===== config.mk =====
export PLATFORM = sky130hd
export DESIGN_NAME = led_mode_sequencer
export DESIGN_NICKNAME = d
export VERILOG_FILES = /design/src/rtl/led_ctrl_pkg.sv /design/src/rtl/led_tick_gen.sv /design/src/rtl/led_mode_sequencer.sv
export SDC_FILE = /design/constraint.sdc
export NUM_CORES = 1
export LEC_CHECK = 0
export ABC_CLOCK_PERIOD_IN_PS = 2350
export BUFFER_PORTS_ARGS = -buffer_cell sky130_fd_sc_hd__buf_4
export CORE_MARGIN = 3
export CORE_UTILIZATION = 37
export CTS_BUF_LIST = sky130_fd_sc_hd__clkbuf_2
export DETAILED_ROUTE_END_ITERATION = 10
export HOLD_SLACK_MARGIN = 0.1
export SYNTH_ARGS = -nofsm -noshare
export SYNTH_HDL_FRONTEND = slang
export SYNTH_HIERARCHICAL = 1
export SYNTH_SLANG_ARGS = --single-unit

===== constraint.sdc =====
create_clock -name CLOCK_50 -period 2.35 [get_ports CLOCK_50]
set_clock_uncertainty 0.15 [all_clocks]
set_input_delay 0.47 -clock CLOCK_50 [delete_from_list [all_inputs] [get_ports CLOCK_50]]
set_output_delay 0.47 -clock CLOCK_50 [all_outputs]
set_load 0.03 [all_outputs]

===== src/rtl/led_ctrl_pkg.sv =====
// Shared types for the LED mode sequencer: display modes, FSM state codes and
// the per-mode initial pattern.
package led_ctrl_pkg;

    typedef enum logic [1:0] {
        MODE_OFF   = 2'd0,
        MODE_BLINK = 2'd1,
        MODE_CHASE = 2'd2,
        MODE_FILL  = 2'd3
    } mode_t;

    localparam logic [1:0] ST_RUN  = 2'd0;
    localparam logic [1:0] ST_PEND = 2'd1;
    localparam logic [1:0] ST_ACK  = 2'd2;

    localparam int unsigned MAX_LED = 64;

    // Callers truncate the result to their own bank width (n_led <= MAX_LED).
    function automatic logic [MAX_LED-1:0] init_pattern(input mode_t mode, input int unsigned n_led);
        logic [MAX_LED-1:0] pat;
        case (mode)
            MODE_OFF:   pat = '0;
            MODE_BLINK: pat = {MAX_LED{1'b1}} >> (MAX_LED - n_led);
            default:    pat = {{(MAX_LED-1){1'b0}}, 1'b1};
        endcase
        return pat;
    endfunction

endpackage


===== src/rtl/led_tick_gen.sv =====
// Blink timebase: free-running divider producing a one-cycle tick per period.
// With LED_SPEED_SEL_EN the divisor is DIV >> speed_sel, re-sampled at each wrap.
module led_tick_gen #(
    parameter int DIV = 16
) (
    input  logic       clk,
    input  logic       rst_n,
`ifdef LED_SPEED_SEL_EN
    input  logic [1:0] speed_sel,
`endif
    output logic       tick
);

    localparam int CW = $clog2(DIV);

    logic [CW-1:0] count;
    logic          wrap;

`ifdef LED_SPEED_SEL_EN
    logic [CW-1:0] last_q;

    // The new divisor only takes over at a wrap so a running period is never cut short.
    always_ff @(posedge clk or negedge rst_n) begin
        if (!rst_n)
            last_q <= CW'(DIV - 1);
        else if (wrap)
            last_q <= CW'((DIV >> speed_sel) - 1);
    end

    assign wrap = (count == last_q);
`else
    localparam logic [CW-1:0] LAST = CW'(DIV - 1);

    assign wrap = (count == LAST);
`endif

    always_ff @(posedge clk or negedge rst_n) begin
        if (!rst_n) begin
            count <= '0;
            tick  <= 1'b0;
        end else begin
            count <= wrap ? '0 : count + 1'b1;
            tick  <= wrap;
        end
    end

endmodule


===== src/rtl/led_mode_sequencer.sv =====
// LEDG bank sequencer: four display modes stepped by a shared tick, with mode
// changes taken through a req/ack handshake. Optional LED_SPEED_SEL_EN adds speed_sel.
module led_mode_sequencer
    import led_ctrl_pkg::*;
#(
    parameter int CLK_HZ  = 50_000_000,
    parameter int TICK_HZ = 2,
    parameter int N_LED   = 8
) (
    input  logic             CLOCK_50,
    input  logic             RESET_N,
    input  logic             mode_req,
    input  logic [1:0]       mode_sel,
`ifdef LED_SPEED_SEL_EN
    input  logic [1:0]       speed_sel,
`endif
    output logic             mode_ack,
    output logic             tick,
    output logic [1:0]       cur_mode,
    output logic [N_LED-1:0] LEDG
);

    localparam int DIV = CLK_HZ / TICK_HZ;

    logic [1:0]       state;
    mode_t            pend_mode;
    mode_t            mode_q;
    logic [N_LED-1:0] pattern;
    logic [N_LED-1:0] step;

    led_tick_gen #(.DIV(DIV)) u_tick (
        .clk      (CLOCK_50),
        .rst_n    (RESET_N),
`ifdef LED_SPEED_SEL_EN
        .speed_sel(speed_sel),
`endif
        .tick     (tick)
    );

    always_comb begin
        step = pattern;
        case (mode_q)
            MODE_OFF:   step = '0;
            MODE_BLINK: step = ~pattern;
            MODE_CHASE: step = {pattern[N_LED-2:0], pattern[N_LED-1]};
            MODE_FILL:  step = (&pattern) ? '0 : {pattern[N_LED-2:0], 1'b1};
            default:    step = pattern;
        endcase
    end

    // A latched request waits in PEND for the tick edge, so the display only changes on a step.
    always_ff @(posedge CLOCK_50 or negedge RESET_N) begin
        if (!RESET_N) begin
            state     <= ST_RUN;
            pend_mode <= MODE_OFF;
            mode_q    <= MODE_OFF;
            pattern   <= '0;
        end else begin
            case (state)
                ST_RUN: begin
                    if (mode_req && !mode_ack) begin
                        pend_mode <= mode_t'(mode_sel);
                        state     <= ST_PEND;
                    end
                    if (tick)
                        pattern <= step;
                end
                ST_PEND: begin
                    if (tick) begin
                        mode_q  <= pend_mode;
                        pattern <= N_LED'(init_pattern(pend_mode, N_LED));
                        state   <= ST_ACK;
                    end
                end
                ST_ACK: begin
                    state <= ST_RUN;
                    if (tick)
                        pattern <= step;
                end
                default: state <= ST_RUN;
            endcase
        end
    end

    assign mode_ack = (state == ST_ACK);
    assign cur_mode = mode_q;
    assign LEDG     = pattern;

endmodule


==> flow_summary.toml <==
[worst_setup_path]
cp_data_required_time_ns = 1.73
path_buf_inv = 1
worst-path-max-fanout = 16
worstPathCellList = "nor2b_1 > buf_4"
r2r_cells = 6
cp-start-kind = "flip-flop"
slowest_stage = "dfrtp_1"
r2r_end = "u_tick/count[5]$_DFF_PN0_"
r2r_start = "u_tick/count[0]$_DFF_PN0_"
max_stage_delay_ns = 0.67
cp_top_family = "flip-flops"
ff2ff_setup_slack_ns = 0.43
cp.depth = 2
critical_path_class = "flip-flop to output pin"
critPathArrivalTime_ns = 1.31
end_kind = "output pin"

[detailed_routing]
routedWlPerCell_um = 13.9
drc_errors = 0
postRouteAntennaNets = 0
drtIter0Drc = 61
vias_per_cell = 5.51
wl_um = 4260
first_pass_iters = 4
num_vias = 1685

[sta]
worst_pin_slew_ns = 0.490
finalCritPeriodShare = 0.823
max_freq_ghz = 0.517
finalSetupViolCount = 0
finalHoldViolCount = 0
maxSlewHeadroom = 0.673
tns_ns = 0
min_period_ns = 1.93
finalMaxSlewViolations = 0
rsz0062_at_grt = "false"

[synthesis]
synth_cell_types = 51
synth_seq_area_share = 0.468
synth_edf_count = 0
ys_seq_elements = 40
ys_warn_count = 6
avgSynthCellArea_um2 = 9.95
yosys_most_used_dff = "dfrtp_1"
syn_inst = 215
synthArstFlopShare = 1.00
syn-cell-area_um2 = 2140
yosys-top-cells-area = "dfrtp_1 (47%), xnor2_1 (4.1%), nand2_1 (4.0%), nor2_1 (3.5%), mux2_2 (2.6%)"
synth_fp_nets = 221
netlist.area_leader.share = 0.468
synth_top_area_cell = "dfrtp_1"

[power]
leakagePower_nw = 0.963
p_total_uw = 999
vdd_ir_drop_max_mv = 0.212
p_per_area_nw_per_um2 = 425

[clock_network]
cts.sinks = 40
cts_max_level = 2
cts_resized = 0
cts_buffers = 5
clk_pin_slew_ns = 0.19
insertion_delay_ns = 0.37
cts_max_path_buffers = 2
cts_tree = "yes"
post_cts_buffers = 0
cts_root_buf = "clkbuf_2"

[floorplan]
io_pins = 17
core_um2 = 5540
start_util = 0.386
die-area_um2 = 6730
die_h_um = 82.0
die_w_um = 82.0
rows = 27

[global_route]
overflow = 0
grt_pass1_vias = 1640
grt_use_total = 0.142
grt_max_degree = 41
antenna_found_initial = 0
grt_pass1_wl_um = 7450

[layout]
syn_to_final_growth_pct = 10.0
insertedDiodeCount = 0
final_common_cell = "dfrtp_1"
seqCellArea_um2 = 1000
nets = 240
final_cell_mix = "dfrtp_1 (40), nand2_1 (23), nor2_1 (20)"
fillCellCount = 583
final_layout_size_suffix_gt1_frac = 0.192
multi_input_area_um2 = 1070

[flow_run]
cap_violations = 0

[min_path]
hold_class = "primary input to flip-flop"
hp-start = "mode_sel[0]"
min_delay_path_depth = 2
min_delay_worst_endpoint = "pend_mode[0]$_DFFE_PN0P_"

[placed_design]
gp_congestion = 0.812
io_buffers = 16
dp_hpwl_um = 3020

[status]
outcome = "finished, final reports clean"
==> cells in the mapped netlist, drive strengths merged, types with 4 or more instances <==
library cell,count
dfrtp,40
nand2,23
nor2,20
nand3,12
a21oi,11
o21ai,10
xnor2,10
nand4,9
buf,8
nor3,7
nor4,6
and4,5
mux2,5
xor2,5
and2,4
nor2b,4
o32a,4
or3,4
==> per-layer routing <==
layer / part of all wire / vias up / global-route usage
met5: 0 / - / 0
li1: - / 825 / -
met2: 0.47 / 33 / 0.240
met1: 0.47 / 823 / 0.178
met4: 0.0068 / 0 / 0.0432
met3: 0.045 / 4 / 0.0340
==> area by class of cell <==
type,instances,share of cell area
well taps,72,0.0383
inverters,2,0.00319
clock buffers,5,0.0106
multi-input cells,165,0.454
flip-flops and latches,40,0.426
clock inverters,2,0.00319
repair buffers,20,0.0649
==> state kept, by name, indices dropped and copies added (netlist names) <==
name,cells
state,2
cur_mode,2
u_tick/tick,1
pend_mode,2
LEDG,8
u_tick/count,25
==> kinds of logic (layout without fill, tap and decap cells) <==
kind of cell             Yosys count  count (layout)  synth area share
AO/OA/AOI/OAI                     41              41             0.133
XOR/XNOR                          15              15            0.0614
adder cells (fa/ha/maj)            1               1           0.00585
buffers and inverters             10              29            0.0322
flip-flops                        40              40             0.468
multiplexers                       5               5            0.0263
AND/OR/NAND/NOR                  103             103             0.273
==> repair_timing <==
| item | 4_1_cts | 5_1_grt |
|---|---|---|
| hold buffers | 1 | 0 |
| endpoints found under the hold margin | 40 | 0 |
| endpoints found under the setup margin | 0 | 0 |
==> worst max path at each step <==
stage	slack (ns)	endpoint	start
global placement	0.52	u_tick/count[5]$_DFF_PN0_	u_tick/count[0]$_DFF_PN0_
CTS	0.37	mode_ack	state[0]$_DFFE_PN0P_
detailed placement	0.45	u_tick/count[5]$_DFF_PN0_	u_tick/count[0]$_DFF_PN0_
finish	0.42	mode_ack	state[0]$_DFFE_PN0P_
floorplan	0.53	u_tick/count[20]$_DFF_PN0_	u_tick/count[0]$_DFF_PN0_
global route	0.23	u_tick/count[5]$_DFF_PN0_	u_tick/count[0]$_DFF_PN0_
==> power by group <==
part | switching, mW | internal [mW]
logic | 0.0186 | 0.0116
registers | 0.00370 | 0.694
clock network | 0.210 | 0.0616
==> stage by stage <==
| stage | instances | cell area (um2) | util | hold slack (ns) | worst slack [ns] |
|---|---|---|---|---|---|
| finish | 306 | 2350 | 0.425 | 0.160 | 0.416 |
| detailed placement | 298 | 2310 | 0.417 | 0.327 | 0.446 |
| floorplan | 215 | 2140 | - | 0.0244 | 0.531 |
| global route | 306 | 2350 | 0.425 | 0.112 | 0.227 |
| CTS | 306 | 2350 | 0.425 | 0.122 | 0.372 |
| global placement | 298 | 2310 | 0.417 | 0.312 | 0.519 |
(Power assumes the default switching activity.)
